`src/rtl/cpu_pkg.sv`:
```
// Shared definitions for the single-cycle core: memory arbiter state
// encoding and the instruction-register reset value (a NOP).
package cpu_pkg;

    typedef enum logic [1:0] {
        FETCH  = 2'd0,
        DECODE = 2'd1,
        DATA   = 2'd2,
        HALT   = 2'd3
    } arb_state_t;

    localparam logic [31:0] RESET_INSTR_DEF = 32'h0000_0013;

endpackage

```
`src/rtl/mem_arbiter.sv`:
```
// Sequences the shared memory port between instruction fetch and the data
// access of the decoded instruction, and tracks halt and retired count.
module mem_arbiter
    import cpu_pkg::*;
#(
    parameter logic [31:0] RESET_INSTR = RESET_INSTR_DEF,
    parameter int          CNT_W       = 32
) (
    input  logic             clk,
    input  logic             nRST,
    input  logic [31:0]      iaddr,
    input  logic             dren,
    input  logic             dwen,
    input  logic [31:0]      daddr,
    input  logic [31:0]      dstore,
    input  logic             halt,
    output logic [31:0]      instr,
    output logic             iready,
    output logic             dready,
    output logic [31:0]      dload,
    output logic             ram_ren,
    output logic             ram_wen,
    output logic [31:0]      ram_addr,
    output logic [31:0]      ram_store,
    input  logic [31:0]      ram_load,
    input  logic             ram_ready,
    output logic             halted,
    output logic [CNT_W-1:0] retired
);

    arb_state_t        state_q, state_d;
    logic [31:0]       instr_q, instr_d;
    logic [31:0]       dload_q, dload_d;
    logic [CNT_W-1:0]  retired_q, retired_d;
    logic              halted_q, halted_d;

    // Next-state and memory-port decode; strobes complete within the cycle
    // so the PC can advance on the same edge the access finishes.
    always_comb begin
        state_d   = state_q;
        instr_d   = instr_q;
        dload_d   = dload_q;
        halted_d  = halted_q;
        ram_ren   = 1'b0;
        ram_wen   = 1'b0;
        ram_addr  = iaddr;
        ram_store = 32'h0000_0000;
        iready    = 1'b0;
        dready    = 1'b0;
        dload     = dload_q;
        case (state_q)
            FETCH: begin
                ram_ren = 1'b1;
                if (ram_ready) begin
                    instr_d = ram_load;
                    state_d = DECODE;
                end else begin
                    state_d = FETCH;
                end
            end
            DECODE: begin
                // Halt retires immediately and wins over any memory request.
                if (halt) begin
                    iready   = 1'b1;
                    halted_d = 1'b1;
                    state_d  = HALT;
                end else if (dren || dwen) begin
                    state_d = DATA;
                end else begin
                    iready  = 1'b1;
                    state_d = FETCH;
                end
            end
            DATA: begin
                ram_addr  = daddr;
                ram_store = dstore;
                if (dwen) begin
                    ram_wen = 1'b1;
                end else begin
                    ram_ren = 1'b1;
                end
                if (ram_ready) begin
                    dready  = 1'b1;
                    iready  = 1'b1;
                    dload   = ram_load;
                    dload_d = ram_load;
                    state_d = FETCH;
                end else begin
                    state_d = DATA;
                end
            end
            HALT: begin
                halted_d = 1'b1;
                state_d  = HALT;
            end
            default: begin
                state_d = FETCH;
            end
        endcase
        if (iready) begin
            retired_d = retired_q + {{(CNT_W-1){1'b0}}, 1'b1};
        end else begin
            retired_d = retired_q;
        end
    end

    // State and architectural registers; reset abandons any access in flight.
    always_ff @(posedge clk or negedge nRST) begin
        if (!nRST) begin
            state_q   <= FETCH;
            instr_q   <= RESET_INSTR;
            dload_q   <= 32'h0000_0000;
            retired_q <= {CNT_W{1'b0}};
            halted_q  <= 1'b0;
        end else begin
            state_q   <= state_d;
            instr_q   <= instr_d;
            dload_q   <= dload_d;
            retired_q <= retired_d;
            halted_q  <= halted_d;
        end
    end

    assign instr   = instr_q;
    assign retired = retired_q;
    assign halted  = halted_q;

endmodule
```
`config.mk`:
```
export PLATFORM = sky130hd
export DESIGN_NAME = mem_arbiter
export DESIGN_NICKNAME = d
export VERILOG_FILES = /design/src/rtl/cpu_pkg.sv /design/src/rtl/mem_arbiter.sv
export SDC_FILE = /design/constraint.sdc
export NUM_CORES = 1
export LEC_CHECK = 0
export ABC_AREA = 0
export ABC_CLOCK_PERIOD_IN_PS = 2000
export CORE_AREA = 2 2 123 125
export DETAILED_ROUTE_END_ITERATION = 12
export DIE_AREA = 0 0 125 127
export GPL_ROUTABILITY_DRIVEN = 0
export PLACE_DENSITY = 0.76
export SYNTH_ARGS = -nofsm -noshare
export SYNTH_HDL_FRONTEND = slang
export SYNTH_SLANG_ARGS = --single-unit
```
`constraint.sdc`:
```
create_clock -name clk -period 2 [get_ports clk]
set_input_delay 0.2 -clock clk [delete_from_list [all_inputs] [get_ports clk]]
set_output_delay 0.2 -clock clk [all_outputs]
set_load 0.05 [all_outputs]
```
==> run_results.csv <==
group,metric,value,unit
routing,dr.first_iter.drc_count,188,
die,ios,299,
layout,fill_cells,1070,
timing,clock_skew,0.00718,ns
timing,rsz0062_at_grt,"true",
yosys,ys.flop_type,"dfrtp_1",
global_routing,grt_max_degree,41,
worst_setup_path,cp_max_fo,8,
layout,antenna_cells,0,
global_routing,grt_overflow,0,
cts,clk_latency,0.34,ns
cts,cts_sinks,99,
power,switching_share,45.2,%
cts,clk_path_buf_depth,2,
outcome,status,"finished, violations left",
outcome,violations,"negative setup slack",
cts,cts_root_buf,"clkbuf_16",
worst_setup_path,path_buf_inv,4,
global_routing,antenna_found_initial,0,
cts,htree_levels,3,
timing,fin_crit,2.11,ns
job,maxCapViolations,0,
timing,tightest_slew,0.560,ns
timing,hold_ws,0.383,ns
worst_setup_path,crit_path_end_kind,"output port",
timing,slew_violations,0,
global_routing,first_global_vias,4520,
power,p_sw,6.52,mW
worst_setup_path,rrSetupSlack,-0.05,ns
power,pwr-share-comb,66.1,%
die,core_area,14400,um2
timing,finalSetupViolCount,73,
routing,postRouteAntennaNets,0,
cts,cts_buffers,9,
routing,firstDrtPassIters,4,
timing,fmax,475,MHz
worst_setup_path,start_kind,"flip-flop",
yosys,async_reset_ff_share,100,%
power,powerDensity,1540,nW/um2
worst_setup_path,critPathTopFamily,"buffers and inverters",
worst_setup_path,slowest_delay,0.39,ns
cts,cts_tree,"done",
worst_setup_path,crit_arrival,1.91,ns
power,internal_power,7.92,mW
worst_setup_path,path_common_cell,"buf_12",
placement,place_ws,-0.0780,ns
worst_setup_path,worstPathCellList,"buf_6 -> ha_4 -> nand2_8 -> buf_12 -> buf_16 -> mux2_4 -> buf_12",
yosys,synth.distinct_cells,31,
yosys,syn_nets,507,
worst_setup_path,cp_slowest_cell,"dfrtp_1",
yosys,syn_area,4700,um2
power,clkPwrFrac,12.4,%
routing,drt-wirelength-per-cell,19.8,um
yosys,netlist_instances,367,
yosys,ys_seq_elements,99,
timing,fin_crit_sh,105,%
power,seqPwrFrac,21.4,%
die,start_util,32.6,%
layout,fin_nets,832,
yosys,synth-seq-area-share,52.8,%
hold_path,hold_path_class,"input pin to async pin",
layout,syn_to_final_growth,99.2,%
routing,drc,0,
global_routing,grt.total_usage,22.0,%
global_routing,grt_pass1_wl,26900,um
routing,vias,4164,
placement,dp_hpwl,12500,um
die,rows,44,
layout,utilization,64.9,%
yosys,yosys_warnings,0,
layout,layout-drive-gt1-share,38.2,%
power,p_leak,4.08,nW
timing,layout_setup_ws,-0.107,ns
placement,portBuffers,298,
die,die_height,127,um
power,max-vdd-ir-drop,1020,uV
timing,slew-limit-headroom,62.5,%
routing,wl,17500,um
yosys,synth.avg_cell_area,12.8,um2
timing,hold_violations,0,
worst_setup_path,path_class,"flip-flop to output port",
die,die-area,15900,um2
yosys,synth_edf_count,0,
cts,cts.clk_slew.worst_paths,0.07,ns
routing,avgViaCountPerCell,4.73,
die,die_w,125,um
worst_setup_path,crit_required,1.80,ns
[per-stage QoR]
step | instance area [um2] | cells | total power, mW | TNS [ns]
6_report | 9360 | 881 | 14.4 | -3.55
5_1_grt | 9360 | 881 | 15.0 | -9.52
4_1_cts | 9220 | 879 | 14.3 | -6.17
3_5_place_dp | 8190 | 844 | 11.3 | -0.979
3_3_place_gp | 8190 | 844 | 11.1 | -0.324
2_1_floorplan | 4710 | 367 | 8.22 | 0
[final timing paths]
kind / cells past startpoint / end / startpoint
max: 7 / dload[1] / state_q[1]$_DFF_PN0_
max reg2reg: 7 / retired[25]$_DFFE_PN0P_ / state_q[0]$_DFF_PN0_
min reg2reg: 1 / retired[31]$_DFFE_PN0P_ / retired[31]$_DFFE_PN0P_
min: 2 / dload_q[23]$_DFF_PN0_ / nRST
min in group clk: 1 / retired[31]$_DFFE_PN0P_ / retired[31]$_DFFE_PN0P_
max in group asynchronous: 3 / instr[4]$_DFFE_PN1P_ / nRST
[repair_timing]
action | CTS | global route
resized for setup | 126 | 34
hold buffers | 1 | 0
buffers inserted | 16 | 4
cloned | 3 | 1
endpoints found under the hold margin | 32 | 0
pin swaps | 3 | 0
setup endpoints to repair | 91 | 95
[cells by family after synthesis]
| family | synth area share, % |
|---|---|
| muxes | 23.5 |
| xor gates and xnor gates | 5.78 |
| buffers and inverters | 2.34 |
| AOI/OAI and AO/OA | 1.60 |
| DFF | 52.8 |
| and+or+nand+nor | 12.4 |
| adders and majority gates | 1.60 |
[worst register-to-register path: stages, from the launching register on]
cell and delay [ns]:
dfrtp_1 0.38, buf_4 0.12, ha_2 0.17, or3b_4 0.40, a2111oi_4 0.37, buf_12 0.20, nand4b_1 0.14, xnor2_1 0.15
[cell type report]
type	instances	area, um2	share of cell area, %
Tap cell	184	230	2.46
Sequential cell	99	2480	26.5
Inverter	6	22.5	0.241
Multi-Input combinational cell	243	2350	25.1
Timing Repair Buffer	333	3960	42.4
Clock inverter	4	55.1	0.588
Clock buffer	12	256	2.74
[flip-flops by register name, indices dropped and copies added (netlist names)]
register and flops:
retired 32, halted 1, dload_q 32, state_q 2
instr 32
[synthesized netlist by cell type (all sizes together) (2+ instances only)]
library cell | n | share of area (%)
mux2 | 97 | 23
dfrtp | 96 | 51
and2 | 36 | 4.8
xnor2 | 30 | 5.6
nand4 | 20 | 2.7
nand2 | 13 | 1.0
clkbuf | 10 | 0.80
buf | 9 | 1.1
nand3 | 9 | 0.96
and3 | 8 | 1.1
ha | 6 | 1.6
inv | 6 | 0.48
nor2 | 5 | 0.40
dfstp | 3 | 1.7
nor3 | 3 | 0.32
and4 | 2 | 0.37
nand4b | 2 | 0.37
[power groups by stage]
stage                     registers [mW]  logic [mW]  clock network [mW]
after floorplan                     4.37        3.85                   0
after global placement              3.04        8.06                   0
after detailed placement            3.09        8.16                   0
after CTS                           3.08        9.40                1.83
after global routing                3.17        9.86                1.93
final                               3.10        9.55                1.79
[per-layer routing]
metal	global-route usage, %	up-vias	wire length [um]
met5	0	-	0
met4	5.82	0	269
met3	5.28	19	955
met2	39.3	156	9330
met1	26.6	2059	6900
li1	-	1930	-
[layout by cell type (no fill, tap or decap), types with 2 or more instances in the layout]
cell             netlist  routed
dfstp_2                3       3
clkdlybuf4s50_1        0     197
xnor2_1               30      30
nor3_1                 3       3
mux2_4                 0      48
and3_1                 8       8
nand4_1               20      20
buf_8                  0      23
buf_12                 0      46
ha_1                   6       4
and4_1                 2       2
dfrtp_1               96      96
mux2_2                97      49
and2_4                 0       8
clkbuf_16              0      10
buf_6                  2      38
nor2_1                 5       5
buf_4                  0      24
and2_1                36      28
nand3_1                9       9
clkbuf_8               0       2
inv_1                  6       5
nand2_1               13      12
buf_16                 0       3
nand4b_1               2       2
inv_6                  0       2
Power figures use the tool's default switching activity.
